### src/rtl/fetch_arbiter.sv
// fetch_arbiter: shares one program-memory read channel among several fetchers.
// Requests are granted round-robin; fetchers asking for the same address in the
// grant cycle share a single memory transaction and all receive the returned word.
module fetch_arbiter #(
   parameter int ADDR_BITS     = 8,
   parameter int DATA_BITS     = 16,
   parameter int NUM_CONSUMERS = 2
) (
   input  logic                     clk,
   input  logic                     reset,
   input  logic [NUM_CONSUMERS-1:0] consumer_read_valid,
   input  logic [ADDR_BITS-1:0]     consumer_read_address [NUM_CONSUMERS],
   output logic [NUM_CONSUMERS-1:0] consumer_read_ready,
   output logic [DATA_BITS-1:0]     consumer_read_data    [NUM_CONSUMERS],
   output logic                     mem_read_valid,
   output logic [ADDR_BITS-1:0]     mem_read_address,
   input  logic                     mem_read_ready,
   input  logic [DATA_BITS-1:0]     mem_read_data
);

   localparam int PTR_W = (NUM_CONSUMERS > 1) ? $clog2(NUM_CONSUMERS) : 1;

   typedef enum logic [1:0] {
      S_IDLE    = 2'd0,
      S_WAIT    = 2'd1,
      S_RESPOND = 2'd2
   } state_t;

   // Registered state and outputs
   state_t                   r_state;
   logic [PTR_W-1:0]         r_rr_ptr;
   logic [NUM_CONSUMERS-1:0] r_grant_mask;
   logic                     r_mem_valid;
   logic [ADDR_BITS-1:0]     r_mem_addr;
   logic [NUM_CONSUMERS-1:0] r_ready;
   logic [DATA_BITS-1:0]     r_data [NUM_CONSUMERS];

   // Next-state values
   state_t                   w_state_nxt;
   logic [PTR_W-1:0]         w_rr_nxt;
   logic [NUM_CONSUMERS-1:0] w_mask_nxt;
   logic                     w_mem_valid_nxt;
   logic [ADDR_BITS-1:0]     w_mem_addr_nxt;
   logic [NUM_CONSUMERS-1:0] w_ready_nxt;
   logic [DATA_BITS-1:0]     w_data_nxt [NUM_CONSUMERS];

   // Arbitration results
   logic                     w_found_hi;
   logic                     w_found_lo;
   logic [PTR_W-1:0]         w_win_hi;
   logic [PTR_W-1:0]         w_win_lo;
   logic                     w_found;
   logic [PTR_W-1:0]         w_winner;
   logic [PTR_W-1:0]         w_rr_inc;
   logic [ADDR_BITS-1:0]     w_win_addr;
   logic [NUM_CONSUMERS-1:0] w_match;

   // Round-robin search: first requester at or above rr_ptr, else first requester overall (wrap)
   always_comb begin
      w_found_hi = 1'b0;
      w_win_hi   = '0;
      w_found_lo = 1'b0;
      w_win_lo   = '0;
      for (int i = 0; i < NUM_CONSUMERS; i++) begin
         if (consumer_read_valid[i] && !w_found_hi && (i >= int'(r_rr_ptr))) begin
            w_found_hi = 1'b1;
            w_win_hi   = PTR_W'(i);
         end
         if (consumer_read_valid[i] && !w_found_lo) begin
            w_found_lo = 1'b1;
            w_win_lo   = PTR_W'(i);
         end
      end
   end

   assign w_found  = w_found_hi | w_found_lo;
   assign w_winner = w_found_hi ? w_win_hi : w_win_lo;
   assign w_rr_inc = (w_winner == PTR_W'(NUM_CONSUMERS - 1)) ? '0 : (w_winner + PTR_W'(1));

   // Winner's address and the set of requesters that can share its transaction (full-width compare)
   always_comb begin
      w_win_addr = '0;
      w_match    = '0;
      for (int i = 0; i < NUM_CONSUMERS; i++) begin
         if (PTR_W'(i) == w_winner) begin
            w_win_addr = consumer_read_address[i];
         end
      end
      for (int i = 0; i < NUM_CONSUMERS; i++) begin
         w_match[i] = consumer_read_valid[i] && (consumer_read_address[i] == w_win_addr);
      end
   end

   // Next-state and next-output logic; everything holds unless a transition says otherwise
   always_comb begin
      w_state_nxt     = r_state;
      w_rr_nxt        = r_rr_ptr;
      w_mask_nxt      = r_grant_mask;
      w_mem_valid_nxt = r_mem_valid;
      w_mem_addr_nxt  = r_mem_addr;
      w_ready_nxt     = r_ready;
      w_data_nxt      = r_data;
      unique case (r_state)
         S_IDLE: begin
            if (w_found) begin
               w_mem_addr_nxt  = w_win_addr;
               w_mem_valid_nxt = 1'b1;
               w_mask_nxt      = w_match;
               w_rr_nxt        = w_rr_inc;
               w_state_nxt     = S_WAIT;
            end
         end
         S_WAIT: begin
            // Requests arriving now are left for a later grant; the mask is frozen
            if (mem_read_ready) begin
               w_mem_valid_nxt = 1'b0;
               w_ready_nxt     = r_grant_mask;
               for (int i = 0; i < NUM_CONSUMERS; i++) begin
                  if (r_grant_mask[i]) begin
                     w_data_nxt[i] = mem_read_data;
                  end
               end
               w_state_nxt = S_RESPOND;
            end
         end
         S_RESPOND: begin
            w_ready_nxt = '0;
            w_mask_nxt  = '0;
            w_state_nxt = S_IDLE;
         end
         default: begin
            w_state_nxt = S_IDLE;
         end
      endcase
   end

   // State register; reset abandons any transaction in flight
   always_ff @(posedge clk) begin
      if (reset) begin
         r_state      <= S_IDLE;
         r_rr_ptr     <= '0;
         r_grant_mask <= '0;
         r_mem_valid  <= 1'b0;
         r_mem_addr   <= '0;
         r_ready      <= '0;
         for (int i = 0; i < NUM_CONSUMERS; i++) begin
            r_data[i] <= '0;
         end
      end else begin
         r_state      <= w_state_nxt;
         r_rr_ptr     <= w_rr_nxt;
         r_grant_mask <= w_mask_nxt;
         r_mem_valid  <= w_mem_valid_nxt;
         r_mem_addr   <= w_mem_addr_nxt;
         r_ready      <= w_ready_nxt;
         r_data       <= w_data_nxt;
      end
   end

   assign consumer_read_ready = r_ready;
   assign consumer_read_data  = r_data;
   assign mem_read_valid      = r_mem_valid;
   assign mem_read_address    = r_mem_addr;

endmodule
### config.mk
export PLATFORM = sky130hd
export DESIGN_NAME = fetch_arbiter
export DESIGN_NICKNAME = d
export VERILOG_FILES = /design/src/rtl/fetch_arbiter.sv
export SDC_FILE = /design/constraint.sdc
export NUM_CORES = 1
export LEC_CHECK = 0
export CORE_ASPECT_RATIO = 0.7
export CORE_UTILIZATION = 37
export CTS_CLUSTER_DIAMETER = 200
export DETAILED_ROUTE_END_ITERATION = 8
export GPL_ROUTABILITY_DRIVEN = 0
export HOLD_SLACK_MARGIN = 0.03
export MAX_ROUTING_LAYER = met4
export PLACE_DENSITY = 0.69
export SYNTH_ARGS = -nofsm -noshare
export SYNTH_HDL_FRONTEND = slang
export SYNTH_SLANG_ARGS = --single-unit
### constraint.sdc
create_clock -name clk -period 1.5 [get_ports clk]
set_input_delay 0.15 -clock clk [delete_from_list [all_inputs] [get_ports clk]]
set_output_delay 0.15 -clock clk [all_outputs]
set_load 0.005 [all_outputs]
==> results of run 1 <==
[per-layer routing]
layer | GRT usage (%) | share of wire (%)
met5 | - | 0
met1 | 26.48 | 52
met3 | 4.048 | 4.4
met4 | 5.159 | 0.89
met2 | 28.31 | 43
[cell type report]
cell class / count / area [µm²]
fillers: 476 / 2237
clock inverters: 3 / 42.54
multi-input cells: 180 / 947.2
clock buffers: 5 / 68.82
well taps: 72 / 90.09
flip-flops and latches: 48 / 960.9
repair buffers: 91 / 938.4
[logic make-up (layout without fill, tap and decap cells)]
kind of cell              Yosys count  in the layout  share of synthesized area (%)
xor gates and xnor gates            8              8                          3.425
and+or+nand+nor                   121            121                          24.96
DFF                                48             48                          46.97
buffers and inverters              17             99                          6.727
AOI/OAI and AO/OA                  51             51                          17.92
[worst reg2reg max path: stages (launching register included)]
cell,delay [ns]
dfxtp_1,0.39
nor2_1,0.21
and2_1,0.21
buf_12,0.17
nor2_1,0.07
a311oi_2,0.26
[per-stage QoR]
| stage | area, µm² | setup WS [ns] |
|---|---|---|
| 5_1_grt | 3048 | 0.03187 |
| 4_1_cts | 3048 | 0.1229 |
| 3_5_place_dp | 2937 | -0.1148 |
| 6_report | 3048 | 0.09448 |
| 3_3_place_gp | 2937 | -0.03073 |
| 2_1_floorplan | 2046 | 0.2433 |
[flip-flops by register name (all words and copies together), names as in the netlist]
signal,count
r_state,2
mem_read_valid,1
consumer_read_ready,2
consumer_read_data,32
r_rr_ptr,1
r_grant_mask,2
mem_read_address,8
[power by group]
| part | internal (mW) | total (mW) | switching [mW] |
|---|---|---|---|
| Clock | 0.494 | 0.936 | 0.442 |
| Sequential | 1.33 | 1.36 | 0.0375 |
| Combinational | 0.263 | 0.463 | 0.200 |
| Total | 2.08 | 2.76 | 0.679 |
[placed cells by master, fill, tap and decap left out, types with 2 or more instances in the layout]
cell	n
a32oi_1	2
buf_12	5
clkbuf_8	5
nand2_1	78
nor2_1	16
o21ai_0	2
nand2b_1	4
nor3_1	2
dfxtp_1	48
clkdlybuf4s50_1	78
a311oi_2	8
xnor2_1	4
a31oi_1	2
nand3_1	11
buf_4	7
xor2_1	4
and2_1	3
a21oi_2	5
a21oi_1	31
[worst paths after layout]
path / start / endpoint / slack [ns]
max: r_state[0] / mem_read_address[0] / 0.09
min: reset / consumer_read_data[7] / 0.27
max reg2reg: r_state[0] / mem_read_address[0] / 0.09
min reg2reg: consumer_read_data[19] / consumer_read_data[19] / 0.46
==> impl_metrics.tcl, run 1 <==
set metrics [dict create \
    status "completed" \
    dp_cells 391 \
    crit_buf_inv 1 \
    cp.arrival_ns 1.61 \
    path_delay_family "simple AND/OR/NAND/NOR gates" \
    utilization_pct 57.67 \
    first_global_vias 1780 \
    antenna_cells 0 \
    powerDensity_nw_per_um2 906.1 \
    yosys.area.top_type_share_pct 46.97 \
    synth_common_cells "nand2_1, dfxtp_1, a21oi_1" \
    die-area_um2 5835 \
    ant_nets 0 \
    overflow 0 \
    cpMaxStageDelayCell "dfxtp_1" \
    yosys-top-cells-area "dfxtp_1, nand2_1, a21oi_1" \
    cts.sinks 48 \
    avgSynthCellArea_um2 8.350 \
    post-cts-setup-buffers 0 \
    clock_latency_ns 0.29 \
    ios 80 \
    reg2regPathDepth 5 \
    cpPeakStageDelay_ns 0.39 \
    crit_fanout 18 \
    num_vias 1903 \
    rows 22 \
    synth_largest_area_cell "dfxtp_1" \
    slew_violations 0 \
    area_delta_synth_final_pct 48.99 \
    yosysUniqueCellTypes 28 \
    report.final.hold_viol_count 0 \
    hp-class "primary input to flop" \
    clkTransAtPathRegs_ns 0.10 \
    drv_cap 0 \
    first_pass_iters 4 \
    rsz0062_at_grt "false" \
    syn_area_um2 2046 \
    power_mw 2.762 \
    cts_tree "built" \
    cp.depth 5 \
    yosysMostFrequentCell "nand2_1" \
    skew_ns 0.007707 \
    hold_depth 3 \
    root_buffer "clkbuf_8" \
    grtUsageTotal_pct 19.15 \
    cts_hold_buffers 0 \
    endpoint_kind "flop" \
    fmax_mhz 711.5 \
    drive_gt1_share_pct 10.40 \
    nets 363 \
    synthArstFlopShare_pct 0 \
    worst_ir_drop_vdd_mv 0.3811 \
    instances_no_fill 399 \
    finalCritPeriodShare_pct 93.70 \
    numCtsBuffers 5 \
    p_leak_nw 1.049 \
    synthCells 245 \
    core_um2 5285 \
    post_cts_resized 0 \
    cpMostUsedCell "nor2_1" \
    routedWlPerCell_um 12.90 \
    synth_fp_nets 282 \
    die_h_um 64.21 \
    ys.flop_type "dfxtp_1" \
    viasPerCell 4.769 \
    htreeDepth 2 \
    setup_viol 0 \
    grt_pass1_wl_um 8638 \
    ys_seq_area_share_pct 46.97 \
    wirelength_um 5149 \
    antenna_found_initial 0 \
    start_util_pct 38.71 \
    synth-edff-count 0 \
    tightest_slew_ns 0.3738 \
    max_slew_margin_pct 75.08 \
    dp_hpwl_um 3701 \
    ys_ff_latch 48 \
    grt_max_degree 32 \
    crit_path_start_kind "flop" \
    io_buffers 79 \
    fp.dieW_um 90.88 \
    max-clock-path-buffers 2 \
    tns_ns 0 \
    drcViolationCount 0 \
    drtIter0Drc 55 \
    required_ns 1.71 \
    worstSetupPathType "flop to flop" \
    timing.hold.ws_ns 0.2718 \
    crit_chain "nor2_1 -> and2_1 -> buf_12 -> nor2_1 -> a311oi_2" \
    fin_crit_ns 1.406 \
    ys_warn_count 0 \
]
No activity file was read; power rests on OpenSTA's default activity.
==> run 2, diff against run 1 <==
--- a/config.mk
+++ b/config.mk
@@ -16,3 +16,4 @@
 export SYNTH_ARGS = -nofsm -noshare
 export SYNTH_HDL_FRONTEND = slang
 export SYNTH_SLANG_ARGS = --single-unit
+export TNS_END_PERCENT = 30
==> results of run 2 <==
No change in the layout: final DEF, timing and power equal those of run 1.
